==> src/rtl/ctrl_pkg.sv <==
// rtl/ctrl_pkg.sv - shared states, opcode classes, condition codes and bus selects for ctrl_fsm_gen
// ST_IRQ and OPC_RTI are only produced when CTRL_IRQ_EN is defined.
package ctrl_pkg;

  typedef enum logic [3:0] {
    ST_FETCH0, ST_FETCH1, ST_DECODE, ST_OPND0,
    ST_OPND1, ST_MEMRD, ST_MEMWR, ST_EXEC
`ifdef CTRL_IRQ_EN
    , ST_IRQ
`endif
  } state_t;

  typedef enum logic [2:0] {
    OPC_NOP, OPC_LDI, OPC_LD, OPC_ST, OPC_ALU, OPC_BR, OPC_RTI, OPC_ILL
  } opc_t;

  localparam logic [3:0] CC_ALWAYS = 4'd0;
  localparam logic [3:0] CC_CC     = 4'd1;
  localparam logic [3:0] CC_CS     = 4'd2;
  localparam logic [3:0] CC_NE     = 4'd3;
  localparam logic [3:0] CC_EQ     = 4'd4;
  localparam logic [3:0] CC_PL     = 4'd5;
  localparam logic [3:0] CC_MI     = 4'd6;
  localparam logic [3:0] CC_VC     = 4'd7;
  localparam logic [3:0] CC_VS     = 4'd8;

  localparam int         BUS1_PC   = 0;
  localparam logic [1:0] BUS2_ALU  = 2'd0;
  localparam logic [1:0] BUS2_BUS1 = 2'd1;
  localparam logic [1:0] BUS2_MEM  = 2'd2;

  // flags arrive as {C,Z,N,V}
  function automatic logic cond_true(input logic [3:0] cc, input logic [3:0] flags);
    logic f_c, f_z, f_n, f_v;
    {f_c, f_z, f_n, f_v} = flags;
    case (cc)
      CC_ALWAYS: cond_true = 1'b1;
      CC_CC:     cond_true = !f_c;
      CC_CS:     cond_true = f_c;
      CC_NE:     cond_true = !f_z;
      CC_EQ:     cond_true = f_z;
      CC_PL:     cond_true = !f_n;
      CC_MI:     cond_true = f_n;
      CC_VC:     cond_true = !f_v;
      CC_VS:     cond_true = f_v;
      default:   cond_true = 1'b0;
    endcase
  endfunction

endpackage

==> src/rtl/ctrl_decode.sv <==
// rtl/ctrl_decode.sv - combinational opcode class, register index, legality and branch condition
// 0x0F decodes as RTI only when CTRL_IRQ_EN is defined.
module ctrl_decode
  import ctrl_pkg::*;
#(
  parameter int NUM_REGS = 2
) (
  input  logic [7:0] i_ir,
  input  logic [3:0] i_ccr,
  output logic [2:0] o_opc,
  output logic [1:0] o_reg,
  output logic       o_taken
);

  opc_t w_opc;
  logic w_reg_ok;

  assign o_reg    = i_ir[3:2];
  assign w_reg_ok = (int'(i_ir[3:2]) < NUM_REGS);

  always_comb begin
    w_opc = OPC_ILL;
    case (i_ir[7:4])
      4'h0: begin
        if (i_ir[3:0] == 4'h0) w_opc = OPC_NOP;
`ifdef CTRL_IRQ_EN
        if (i_ir[3:0] == 4'hF) w_opc = OPC_RTI;
`endif
      end
      4'h1:       if (w_reg_ok) w_opc = OPC_LDI;
      4'h2:       if (w_reg_ok) w_opc = OPC_LD;
      4'h3:       if (w_reg_ok) w_opc = OPC_ST;
      4'h4, 4'h5: if (w_reg_ok) w_opc = OPC_ALU;
      4'h6:       if (i_ir[3:0] <= CC_VS) w_opc = OPC_BR;
      default:    w_opc = OPC_ILL;
    endcase
  end

  assign o_opc   = w_opc;
  assign o_taken = cond_true(i_ir[3:0], i_ccr);

endmodule

==> src/rtl/ctrl_fsm_gen.sv <==
// rtl/ctrl_fsm_gen.sv - fetch/decode/execute sequencer with ready-handshaked memory accesses
// CTRL_IRQ_EN adds interrupt entry (irq/irq_ack/epc_load/vec_load) and RTI (pc_restore).
module ctrl_fsm_gen
  import ctrl_pkg::*;
#(
  parameter int NUM_REGS = 2,
  parameter int BUS1_W   = 2,
  parameter int ALU_W    = 3
) (
  input  logic                clk,
  input  logic                reset,
  input  logic [7:0]          i_ir,
  input  logic [3:0]          i_ccr,
  input  logic                i_mem_ready,
`ifdef CTRL_IRQ_EN
  input  logic                i_irq,
  output logic                o_irq_ack,
  output logic                o_epc_load,
  output logic                o_vec_load,
  output logic                o_pc_restore,
`endif
  output logic                o_ir_load,
  output logic                o_mar_load,
  output logic                o_pc_load,
  output logic                o_pc_inc,
  output logic                o_ccr_load,
  output logic [NUM_REGS-1:0] o_reg_load,
  output logic [ALU_W-1:0]    o_alu_sel,
  output logic [BUS1_W-1:0]   o_bus1_sel,
  output logic [1:0]          o_bus2_sel,
  output logic                o_mem_rd,
  output logic                o_mem_wr,
  output logic                o_illegal
);

  state_t r_state;
  state_t w_next;

  logic [2:0]          w_opc;
  logic [1:0]          w_reg;
  logic                w_taken;
  logic [NUM_REGS-1:0] w_reg_hot;
  logic [BUS1_W-1:0]   w_bus1_reg;

  logic                w_ir_load, w_mar_load, w_pc_load, w_pc_inc, w_ccr_load;
  logic [NUM_REGS-1:0] w_reg_load;
  logic [ALU_W-1:0]    w_alu_sel;
  logic [BUS1_W-1:0]   w_bus1_sel;
  logic [1:0]          w_bus2_sel;
  logic                w_mem_rd, w_mem_wr, w_illegal;
`ifdef CTRL_IRQ_EN
  logic                w_irq_ack, w_epc_load, w_vec_load, w_pc_restore;
`endif

  ctrl_decode #(.NUM_REGS(NUM_REGS)) u_decode (
    .i_ir    (i_ir),
    .i_ccr   (i_ccr),
    .o_opc   (w_opc),
    .o_reg   (w_reg),
    .o_taken (w_taken)
  );

  assign w_reg_hot  = NUM_REGS'(1) << w_reg;
  assign w_bus1_reg = BUS1_W'({1'b0, w_reg} + 3'd1);

  always_ff @(posedge clk or negedge reset) begin
    if (!reset) r_state <= ST_FETCH0;
    else        r_state <= w_next;
  end

  always_comb begin
    w_next     = r_state;
    w_ir_load  = 1'b0;
    w_mar_load = 1'b0;
    w_pc_load  = 1'b0;
    w_pc_inc   = 1'b0;
    w_ccr_load = 1'b0;
    w_reg_load = '0;
    w_alu_sel  = '0;
    w_bus1_sel = BUS1_W'(BUS1_PC);
    w_bus2_sel = BUS2_ALU;
    w_mem_rd   = 1'b0;
    w_mem_wr   = 1'b0;
    w_illegal  = 1'b0;
`ifdef CTRL_IRQ_EN
    w_irq_ack    = 1'b0;
    w_epc_load   = 1'b0;
    w_vec_load   = 1'b0;
    w_pc_restore = 1'b0;
`endif
    case (r_state)
      ST_FETCH0: begin
        w_bus2_sel = BUS2_BUS1;
        w_mar_load = 1'b1;
        w_next     = ST_FETCH1;
`ifdef CTRL_IRQ_EN
        // irq is only looked at here so an instruction is never split
        if (i_irq) begin
          w_bus2_sel = BUS2_ALU;
          w_mar_load = 1'b0;
          w_next     = ST_IRQ;
        end
`endif
      end
      ST_FETCH1: begin
        w_mem_rd = 1'b1;
        if (i_mem_ready) begin
          w_pc_inc   = 1'b1;
          w_ir_load  = 1'b1;
          w_bus2_sel = BUS2_MEM;
          w_next     = ST_DECODE;
        end
      end
      ST_DECODE: begin
        case (w_opc)
          OPC_NOP:                         w_next = ST_FETCH0;
          OPC_LDI, OPC_LD, OPC_ST, OPC_BR: w_next = ST_OPND0;
          OPC_ALU:                         w_next = ST_EXEC;
`ifdef CTRL_IRQ_EN
          OPC_RTI: begin
            w_pc_restore = 1'b1;
            w_next       = ST_FETCH0;
          end
`endif
          default: begin
            w_illegal = 1'b1;
            w_next    = ST_FETCH0;
          end
        endcase
      end
      ST_OPND0: begin
        w_bus2_sel = BUS2_BUS1;
        w_mar_load = 1'b1;
        w_next     = ST_OPND1;
      end
      ST_OPND1: begin
        w_mem_rd = 1'b1;
        if (i_mem_ready) begin
          w_bus2_sel = BUS2_MEM;
          w_next     = ST_FETCH0;
          case (w_opc)
            OPC_LDI: begin
              w_reg_load = w_reg_hot;
              w_pc_inc   = 1'b1;
            end
            OPC_LD, OPC_ST: begin
              w_mar_load = 1'b1;
              w_pc_inc   = 1'b1;
              w_next     = (w_opc == OPC_LD) ? ST_MEMRD : ST_MEMWR;
            end
            OPC_BR: begin
              w_pc_load = w_taken;
              w_pc_inc  = !w_taken;
            end
            default: w_next = ST_FETCH0;
          endcase
        end
      end
      ST_MEMRD: begin
        w_mem_rd = 1'b1;
        if (i_mem_ready) begin
          w_bus2_sel = BUS2_MEM;
          w_reg_load = w_reg_hot;
          w_next     = ST_FETCH0;
        end
      end
      ST_MEMWR: begin
        w_bus1_sel = w_bus1_reg;
        w_mem_wr   = 1'b1;
        if (i_mem_ready) w_next = ST_FETCH0;
      end
      ST_EXEC: begin
        w_bus1_sel = w_bus1_reg;
        w_bus2_sel = BUS2_ALU;
        w_alu_sel  = ALU_W'({i_ir[4], i_ir[1:0]});
        w_reg_load = w_reg_hot;
        w_ccr_load = 1'b1;
        w_next     = ST_FETCH0;
      end
`ifdef CTRL_IRQ_EN
      ST_IRQ: begin
        w_irq_ack  = 1'b1;
        w_epc_load = 1'b1;
        w_vec_load = 1'b1;
        w_next     = ST_FETCH0;
      end
`endif
      default: w_next = ST_FETCH0;
    endcase
  end

  // reset forces every strobe low at once, even mid-access
  assign o_ir_load  = reset & w_ir_load;
  assign o_mar_load = reset & w_mar_load;
  assign o_pc_load  = reset & w_pc_load;
  assign o_pc_inc   = reset & w_pc_inc;
  assign o_ccr_load = reset & w_ccr_load;
  assign o_reg_load = reset ? w_reg_load : '0;
  assign o_alu_sel  = reset ? w_alu_sel  : '0;
  assign o_bus1_sel = reset ? w_bus1_sel : '0;
  assign o_bus2_sel = reset ? w_bus2_sel : '0;
  assign o_mem_rd   = reset & w_mem_rd;
  assign o_mem_wr   = reset & w_mem_wr;
  assign o_illegal  = reset & w_illegal;
`ifdef CTRL_IRQ_EN
  assign o_irq_ack    = reset & w_irq_ack;
  assign o_epc_load   = reset & w_epc_load;
  assign o_vec_load   = reset & w_vec_load;
  assign o_pc_restore = reset & w_pc_restore;
`endif

endmodule

==> config.mk <==
export PLATFORM = sky130hd
export DESIGN_NAME = ctrl_fsm_gen
export DESIGN_NICKNAME = d
export VERILOG_FILES = /design/src/rtl/ctrl_pkg.sv /design/src/rtl/ctrl_decode.sv /design/src/rtl/ctrl_fsm_gen.sv
export SDC_FILE = /design/constraint.sdc
export NUM_CORES = 1
export LEC_CHECK = 0
export CORE_MARGIN = 8
export CORE_UTILIZATION = 44
export CTS_CLUSTER_SIZE = 16
export DETAILED_ROUTE_END_ITERATION = 8
export PLACE_DENSITY = 0.93
export SYNTH_ARGS = -nofsm -noshare
export SYNTH_HDL_FRONTEND = slang
export SYNTH_HIERARCHICAL = 1
export SYNTH_SLANG_ARGS = --single-unit
==> constraint.sdc <==
create_clock -name clk -period 5.4 [get_ports clk]
set_clock_uncertainty 0.1 [all_clocks]
set_input_delay 1.08 -clock clk [delete_from_list [all_inputs] [get_ports clk]]
set_output_delay 1.08 -clock clk [all_outputs]
set_load 0.005 [all_outputs]
# == After elaboration in Yosys (flattened, before gate mapping) ==
# Index checks and enable logic that the tools add are counted.
# op_classes
eq_ne,29
reduce_logical,19
addsub,1
mux,43
div,0
n_bitwise,8
n_mul,0
shift,1
magnitude_cmp,2
# op_table
operator,n
$eq 4x3->1 const B,11
$eq 4x2->1 const B,6
$pmux 4 s6,1
$mux 2,11
$mux 3,7
$pmux 3 s6,1
$mux 1,13
$eq 4x1->1 const B,3
$logic_not 4->1,3
$mux 4,3
$reduce_or 2->1,5
$pmux 1 s9,1
$and 1x1->1,8
$eq 3x2->1 const B,2
$eq 3x3->1 const B,2
$pmux 1 s2,3
$pmux 2 s3,1
$pmux 3 s2,1
$reduce_or 3->1,2
$reduce_or 6->1,1
$logic_not 1->1,5
$eq 4x4->1 const B,1
$le 4x4->1 const B,1
$ne 2x2->1 const B,2
other kinds (9),9
# word_totals
n_memories,0
reg_bits,4
rom_bits,0
word_cells,104
input_bits,15
latch_bits,0
ram_bits,0

# == Logic depth before layout (Yosys ltp) ==
# Gate-level depths: netlist (run 1).
# logic_depth
word_depth,9
mapped_depth,8
mapped_depth_nobuf,7

# == By module ==
# Netlist (run 1), hierarchy kept.
# modules_own_cells
mod,seq_area_each_um2,area_each_um2,cells_per_inst,instances
ctrl_fsm_gen,75.1,518.0,73,1
ctrl_decode,0.0,178.9,30,1

# == Worst setup path after synthesis (run 1) ==
# Ideal clock, no wire load.
# synth_timing
kind,input to output
from,input i_ir[1]
to,output o_reg_load[0]
stages,7
slack_ns,1.658
required_time_ns,4.220
arrival_time_ns,2.562
path_buffers,1
path_cell_list,nor3_1 > nor2_1 > nor4_1 > a21oi_1 > clkbuf_1 > o41a_1 > nor4b_1
# synth_between
elab_chain_cells,8
elab_cells_between_ends,10
classes_between,order compare (1); eq/ne (1); mux (7); reduce/logical (1)
# synth_rtl
element,line,rtl
start: declaration,ctrl_fsm_gen.sv:12,"input logic [7:0] i_ir,"
$le 4x4->1 / $logic_not 4->1 (equally long branches),"ctrl_decode.sv:34, ctrl_decode.sv:25",
$mux 2 / $mux 3 (equally long branches),"ctrl_decode.sv:34, ctrl_decode.sv:25",
$pmux 3 s6 (*),ctrl_decode.sv:23,case (i_ir[7:4])
named net w_opc[1],ctrl_fsm_gen.sv:39,logic [2:0] w_opc;
$eq 3x1->1 (*),ctrl_fsm_gen.sv:141,case (w_opc)
$mux 2 (*),ctrl_fsm_gen.sv:141,
$mux 2 (*),ctrl_fsm_gen.sv:138,if (i_mem_ready) begin
$pmux 2 s3 (*),ctrl_fsm_gen.sv:91,case (r_state)
$mux 2 (*),ctrl_fsm_gen.sv:198,assign o_reg_load = reset ? w_reg_load : '0;
end: declaration,ctrl_fsm_gen.sv:27,"output logic [NUM_REGS-1:0] o_reg_load,"
# Mark *: on every way through the listed nets, which the timed path passes. The rest lies on a longest branch.

# == Worst setup path in the final report (run 1) ==
# layout_timing
from,input i_ir[1]
to,output o_reg_load[1]
# layout_between
elab_chain_cells,8
elab_cells_between_ends,10
classes_between,order compare (1); eq/ne (1); mux (7); reduce/logical (1)
# layout_rtl
element,line,rtl
$logic_not 4->1,ctrl_decode.sv:25,if (i_ir[3:0] == 4'h0) w_opc = OPC_NOP;
$mux 3,ctrl_decode.sv:25,
$pmux 3 s6,ctrl_decode.sv:23,
named net w_opc[0],ctrl_fsm_gen.sv:39,
$eq 3x1->1,ctrl_fsm_gen.sv:141,
$mux 2,ctrl_fsm_gen.sv:141,
$mux 2,ctrl_fsm_gen.sv:138,
$pmux 2 s3,ctrl_fsm_gen.sv:91,
$mux 2,ctrl_fsm_gen.sv:198,
# The timed path passes the listed nets, and every way through them passes these cells.

==> impl_results.html, run 1 <==
<table>
<tr><th>Metric</th><th>Value</th></tr>
<tr><th colspan="2">Outcome</th></tr>
<tr><td>Run status</td><td>finished, final reports clean</td></tr>
<tr><th colspan="2">STA</th></tr>
<tr><td>Unrepaired setup endpoints after global routing</td><td>no</td></tr>
<tr><td>Final setup fails</td><td>0</td></tr>
<tr><td>Min cycle time layout</td><td>around 5 ns</td></tr>
<tr><td>Fmax</td><td>0.199 GHz</td></tr>
<tr><td>Max-slew violation count</td><td>0</td></tr>
<tr><td>Final hold violation count</td><td>0</td></tr>
<tr><td>Final cycle utilization of the critical path</td><td>93.3%</td></tr>
<tr><td>Transition time at the pin with the least slew margin</td><td>a little over 1 ns</td></tr>
<tr><td>Max-Slew Margin vs Limit</td><td>31.6%</td></tr>
<tr><td>Final TNS setup</td><td>0 ns</td></tr>
<tr><th colspan="2">Layout</th></tr>
<tr><td>Post-route core utilization</td><td>between 60% and 70%</td></tr>
<tr><td>Fill cell instance count of the final layout</td><td>131</td></tr>
<tr><td>Final standard cell area without fillers</td><td>between 1000 and 1500 um^2</td></tr>
<tr><td>Number of diodes</td><td>0</td></tr>
<tr><td>Area Overhead vs Synth</td><td>44.7%</td></tr>
<tr><td>Layout Nets</td><td>around 150</td></tr>
<tr><td>Number of flip-flops in the largest register</td><td>3</td></tr>
<tr><td>Registers with the highest flip-flop counts</td><td>r_state x3</td></tr>
<tr><td>Ratio of cells with drive above 1 in the final layout</td><td>4.65%</td></tr>
<tr><td>Sequential standard cell area</td><td>about 75 um^2</td></tr>
<tr><td>Final cell count without fillers</td><td>145</td></tr>
<tr><td>Register name with the most flops</td><td>r_state</td></tr>
<tr><td>Multi-input gate area in the final layout</td><td>about 540 um^2</td></tr>
<tr><th colspan="2">Critical path</th></tr>
<tr><td>Minimum setup slack among reg-to-reg paths</td><td>3.90 ns</td></tr>
<tr><td>Kind of critical path</td><td>primary input to output pin</td></tr>
<tr><td>R2R depth</td><td>3</td></tr>
<tr><td>Startpoint of the worst register-to-register path</td><td>r_state[0]$_DFFE_PN0P_</td></tr>
<tr><td>R2R Path End</td><td>r_state[1]$_DFFE_PN0P_</td></tr>
<tr><td>WP data arrival</td><td>3.86 ns</td></tr>
<tr><td>Highest fanout seen on the critical path</td><td>7</td></tr>
<tr><td>Standard cell with the maximum stage delay on the critical path</td><td>sky130_fd_sc_hd__clkdlybuf4s50_1</td></tr>
<tr><td>Required arrival time at the worst endpoint</td><td>between 4 and 5 ns</td></tr>
<tr><td>Sequence of cells on the critical path</td><td>clkdlybuf4s50_1 &gt; nor3_1 &gt; nor2_1 &gt; nor3_1 &gt; o21ai_0 &gt; nand2_1 &gt; o41a_1 &gt; nor4b_1 &gt; clkdlybuf4s50_1</td></tr>
<tr><td>Kind of end point of the critical path</td><td>output pin</td></tr>
<tr><td>CP max stage delay</td><td>0.58 ns</td></tr>
<tr><td>Critical Path Start Type</td><td>primary input</td></tr>
<tr><th colspan="2">Place</th></tr>
<tr><td>Weighted congestion reported at the end of routability-driven placement</td><td>0.835</td></tr>
<tr><td>Post-DP Area</td><td>982 um^2</td></tr>
<tr><td>Placed instance count</td><td>~140</td></tr>
<tr><td>Half-perimeter wire length after detailed placement</td><td>1.56 mm</td></tr>
<tr><td>Port Buffers</td><td>31</td></tr>
<tr><th colspan="2">Logic synthesis</th></tr>
<tr><td>Top_reg_cell synth</td><td>sky130_fd_sc_hd__dfrtp_1</td></tr>
<tr><td>Synth async-reset ratio</td><td>100%</td></tr>
<tr><td>Cell area after synthesis</td><td>697 um^2</td></tr>
<tr><td>Post-synth EDFFs</td><td>0</td></tr>
<tr><td>Yosys reg bits</td><td>3</td></tr>
<tr><td>Share of Yosys cell area claimed by the top area cell type</td><td>10.8%</td></tr>
<tr><td>Post-synthesis net count</td><td>120</td></tr>
<tr><td>Cells taking the most area after synthesis</td><td>sky130_fd_sc_hd__dfrtp_1 (11%), sky130_fd_sc_hd__nor2_1 (6.5%), sky130_fd_sc_hd__nor3_1 (5.0%), sky130_fd_sc_hd__nand2b_1 (4.5%), sky130_fd_sc_hd__mux2i_1 (4.3%)</td></tr>
<tr><td>Number of distinct library cells after synthesis</td><td>38</td></tr>
<tr><td>Avg Synthesized Cell Area</td><td>6.77 um^2</td></tr>
<tr><td>Post-Synthesis Cells</td><td>103</td></tr>
<tr><td>Part of the Yosys area used for sequential elements</td><td>roughly 11%</td></tr>
<tr><td>Cell taking the most area after synthesis</td><td>sky130_fd_sc_hd__dfrtp_1</td></tr>
<tr><td>Synth cell count leaders</td><td>sky130_fd_sc_hd__nor2_1 (12), sky130_fd_sc_hd__clkbuf_1 (7), sky130_fd_sc_hd__inv_1 (7), sky130_fd_sc_hd__nor3_1 (7)</td></tr>
<tr><td>Cell with the most instances after synthesis</td><td>sky130_fd_sc_hd__nor2_1</td></tr>
<tr><td>Synth Warn #</td><td>6</td></tr>
<tr><th colspan="2">Power and ir drop</th></tr>
<tr><td>VDD IR max</td><td>0.131 mV</td></tr>
<tr><td>Ratio of total power to cell area</td><td>274 nW/um^2</td></tr>
<tr><td>Static Leakage</td><td>between 0.4 and 0.5 nW</td></tr>
<tr><th colspan="2">Routing</th></tr>
<tr><td>Antenna viol nets, final</td><td>0</td></tr>
<tr><td>Via/cell ratio</td><td>5.64</td></tr>
<tr><td>Total wire length after detailed routing</td><td>between 1.5 and 2 mm</td></tr>
<tr><td>Drt first-iter violations</td><td>18</td></tr>
<tr><td>Iteration count of the initial detailed-routing pass</td><td>4</td></tr>
<tr><td>WL per Instance</td><td>13.6 um</td></tr>
<tr><td>Vias</td><td>between 800 and 900</td></tr>
<tr><td>DRC violation count after routing</td><td>0</td></tr>
<tr><th colspan="2">Hold path</th></tr>
<tr><td>Origin of the worst min-delay path</td><td>r_state[2]$_DFFE_PN0P_</td></tr>
<tr><td>Cell count of the worst hold path</td><td>2</td></tr>
<tr><td>Kind of path behind the tightest hold check</td><td>register to register</td></tr>
<tr><td>Worst Hold Endpoint</td><td>r_state[2]$_DFFE_PN0P_</td></tr>
<tr><th colspan="2">Die</th></tr>
<tr><td>Number of placement rows</td><td>14</td></tr>
<tr><td>I/O pin total</td><td>32</td></tr>
<tr><td>Die Outline Area</td><td>approximately 3100 um^2</td></tr>
<tr><td>Core Footprint</td><td>1490 um^2</td></tr>
<tr><td>Initial cell density of the core</td><td>46.8%</td></tr>
<tr><td>Die X-Extent</td><td>55.8 um</td></tr>
<tr><td>Die height</td><td>about 56 um</td></tr>
<tr><th colspan="2">Clock tree</th></tr>
<tr><td>Worst-Skew Late Latency</td><td>between 0.2 and 0.25 ns</td></tr>
<tr><td>TritonCTS clock tree</td><td>built</td></tr>
<tr><td>Clock root buffer</td><td>sky130_fd_sc_hd__clkbuf_4</td></tr>
<tr><td>Resized cells post-CTS</td><td>0</td></tr>
<tr><td>Maximum clock insertion buffer count</td><td>2</td></tr>
<tr><td>Clock-pin slew reported for the worst setup and hold paths after clock tree synthesis</td><td>0.03 ns</td></tr>
<tr><td>Setup repair bufs after CTS</td><td>0</td></tr>
<tr><td># clock sinks</td><td>3</td></tr>
<tr><td>Hold-fix buffer count after cts</td><td>0</td></tr>
<tr><td>Num CTS Buffers</td><td>3</td></tr>
<tr><td>CTS H-Tree Depth</td><td>1</td></tr>
<tr><th colspan="2">GRT</th></tr>
<tr><td>Layer carrying the most global-route usage</td><td>met2</td></tr>
<tr><td>Initial antenna violation count</td><td>0</td></tr>
<tr><td>Global-route wire length before repair</td><td>3.55 mm</td></tr>
<tr><td>Via count of the first global-routing pass</td><td>~840</td></tr>
<tr><td>Routing usage on met2</td><td>about 22%</td></tr>
<tr><td>Global-route congestion overflow total</td><td>0</td></tr>
<tr><td>Largest net degree at the start of global routing</td><td>18</td></tr>
<tr><td>Overall routing resource usage</td><td>12.9%</td></tr>
<tr><td>Global routing usage on met1</td><td>14.5%</td></tr>
<tr><td>Global-route met3 utilization</td><td>5.25%</td></tr>
<tr><th colspan="2">Run</th></tr>
<tr><td>Max Cap Viol</td><td>0</td></tr>
</table>
## layer usage
layer | vias to the layer above | wire length (um)
li1 | 425 | -
met1 | 358 | 862
met2 | 35 | 943
met3 | 0 | 169
met4 | 0 | 0
met5 | - | 0
## how the worst max path moves through the flow
stage	startpoint	to	slack (ns)	cells after the start
finish	i_ir[1]	o_reg_load[1]	0.36	9
global route	i_ir[1]	o_reg_load[1]	0.13	9
CTS	i_ir[1]	o_reg_load[1]	0.38	9
detailed placement	i_ir[1]	o_reg_load[1]	0.38	9
global placement	i_ir[1]	o_reg_load[0]	0.56	9
floorplan	i_ir[1]	o_reg_load[0]	1.66	7
## where the power goes
group,internal [W],leakage (nW),switching (W),total (W)
sequential,0.0000322,0.0378,0.0000419,0.0000741
combinational,0.0000971,0.349,0.0000667,0.000164
clock,0.0000276,0.0150,0.0000110,0.0000387
total,0.000157,0.402,0.000120,0.000277
## stage by stage
stage | hold WS, ns | worst slack, ns | power [W]
3_3_place_gp | 0.695 | 0.559 | 0.000233
5_1_grt | 0.770 | 0.130 | 0.000308
2_1_floorplan | 0.511 | 1.66 | 0.000179
6_report | 0.709 | 0.363 | 0.000277
3_5_place_dp | 0.708 | 0.383 | 0.000238
4_1_cts | 0.714 | 0.378 | 0.000279
## logic make-up (layout without fill, tap and decap cells)
family	after synthesis	count (layout)	synth area share, %
buffers and inverters	17	43	11.3
flip-flops	3	3	10.8
XOR/XNOR	2	2	2.51
AO/OA/AOI/OAI	23	23	24.4
AND/OR/NAND/NOR	53	53	43.1
multiplexers	3	3	4.31
adder cells (fa/ha/maj)	2	2	3.59
## area by class of cell
class                   instances  share of cell area [%]
well taps                      16                    1.99
flip-flops and latches          3                    7.44
multi-input cells              83                    53.8
inverters                       7                    2.61
repair buffers                 32                    31.5
clock buffers                   4                    2.61
## placed cells by master (no fill, tap or decap), types with 3 or more instances in the layout
master                            Yosys  layout
sky130_fd_sc_hd__inv_1                7       7
sky130_fd_sc_hd__nor2_1              12      12
sky130_fd_sc_hd__nor3_1               7       7
sky130_fd_sc_hd__nor4b_1              3       3
sky130_fd_sc_hd__dfrtp_1              3       3
sky130_fd_sc_hd__a21oi_1              5       5
sky130_fd_sc_hd__mux2i_1              3       3
sky130_fd_sc_hd__nand2b_1             5       5
sky130_fd_sc_hd__clkbuf_4             0       3
sky130_fd_sc_hd__and2_1               4       4
sky130_fd_sc_hd__o21ai_0              3       3
sky130_fd_sc_hd__nand2_1              5       5
sky130_fd_sc_hd__and3_1               4       4
sky130_fd_sc_hd__clkdlybuf4s50_1      0      31
## critical path, delay by kind of cell
kind | cells | cell delay (ns)
simple gates | 5 | 0.71
buf+inv | 2 | 1.14
compound gates | 2 | 0.92
Power figures use the tool's default switching activity.
==> inputs of run 2 (changes only) <==
Settings changed: TNS_END_PERCENT set to 50.
==> results of run 2 <==
No change in the layout: final DEF, timing and power equal those of run 1.
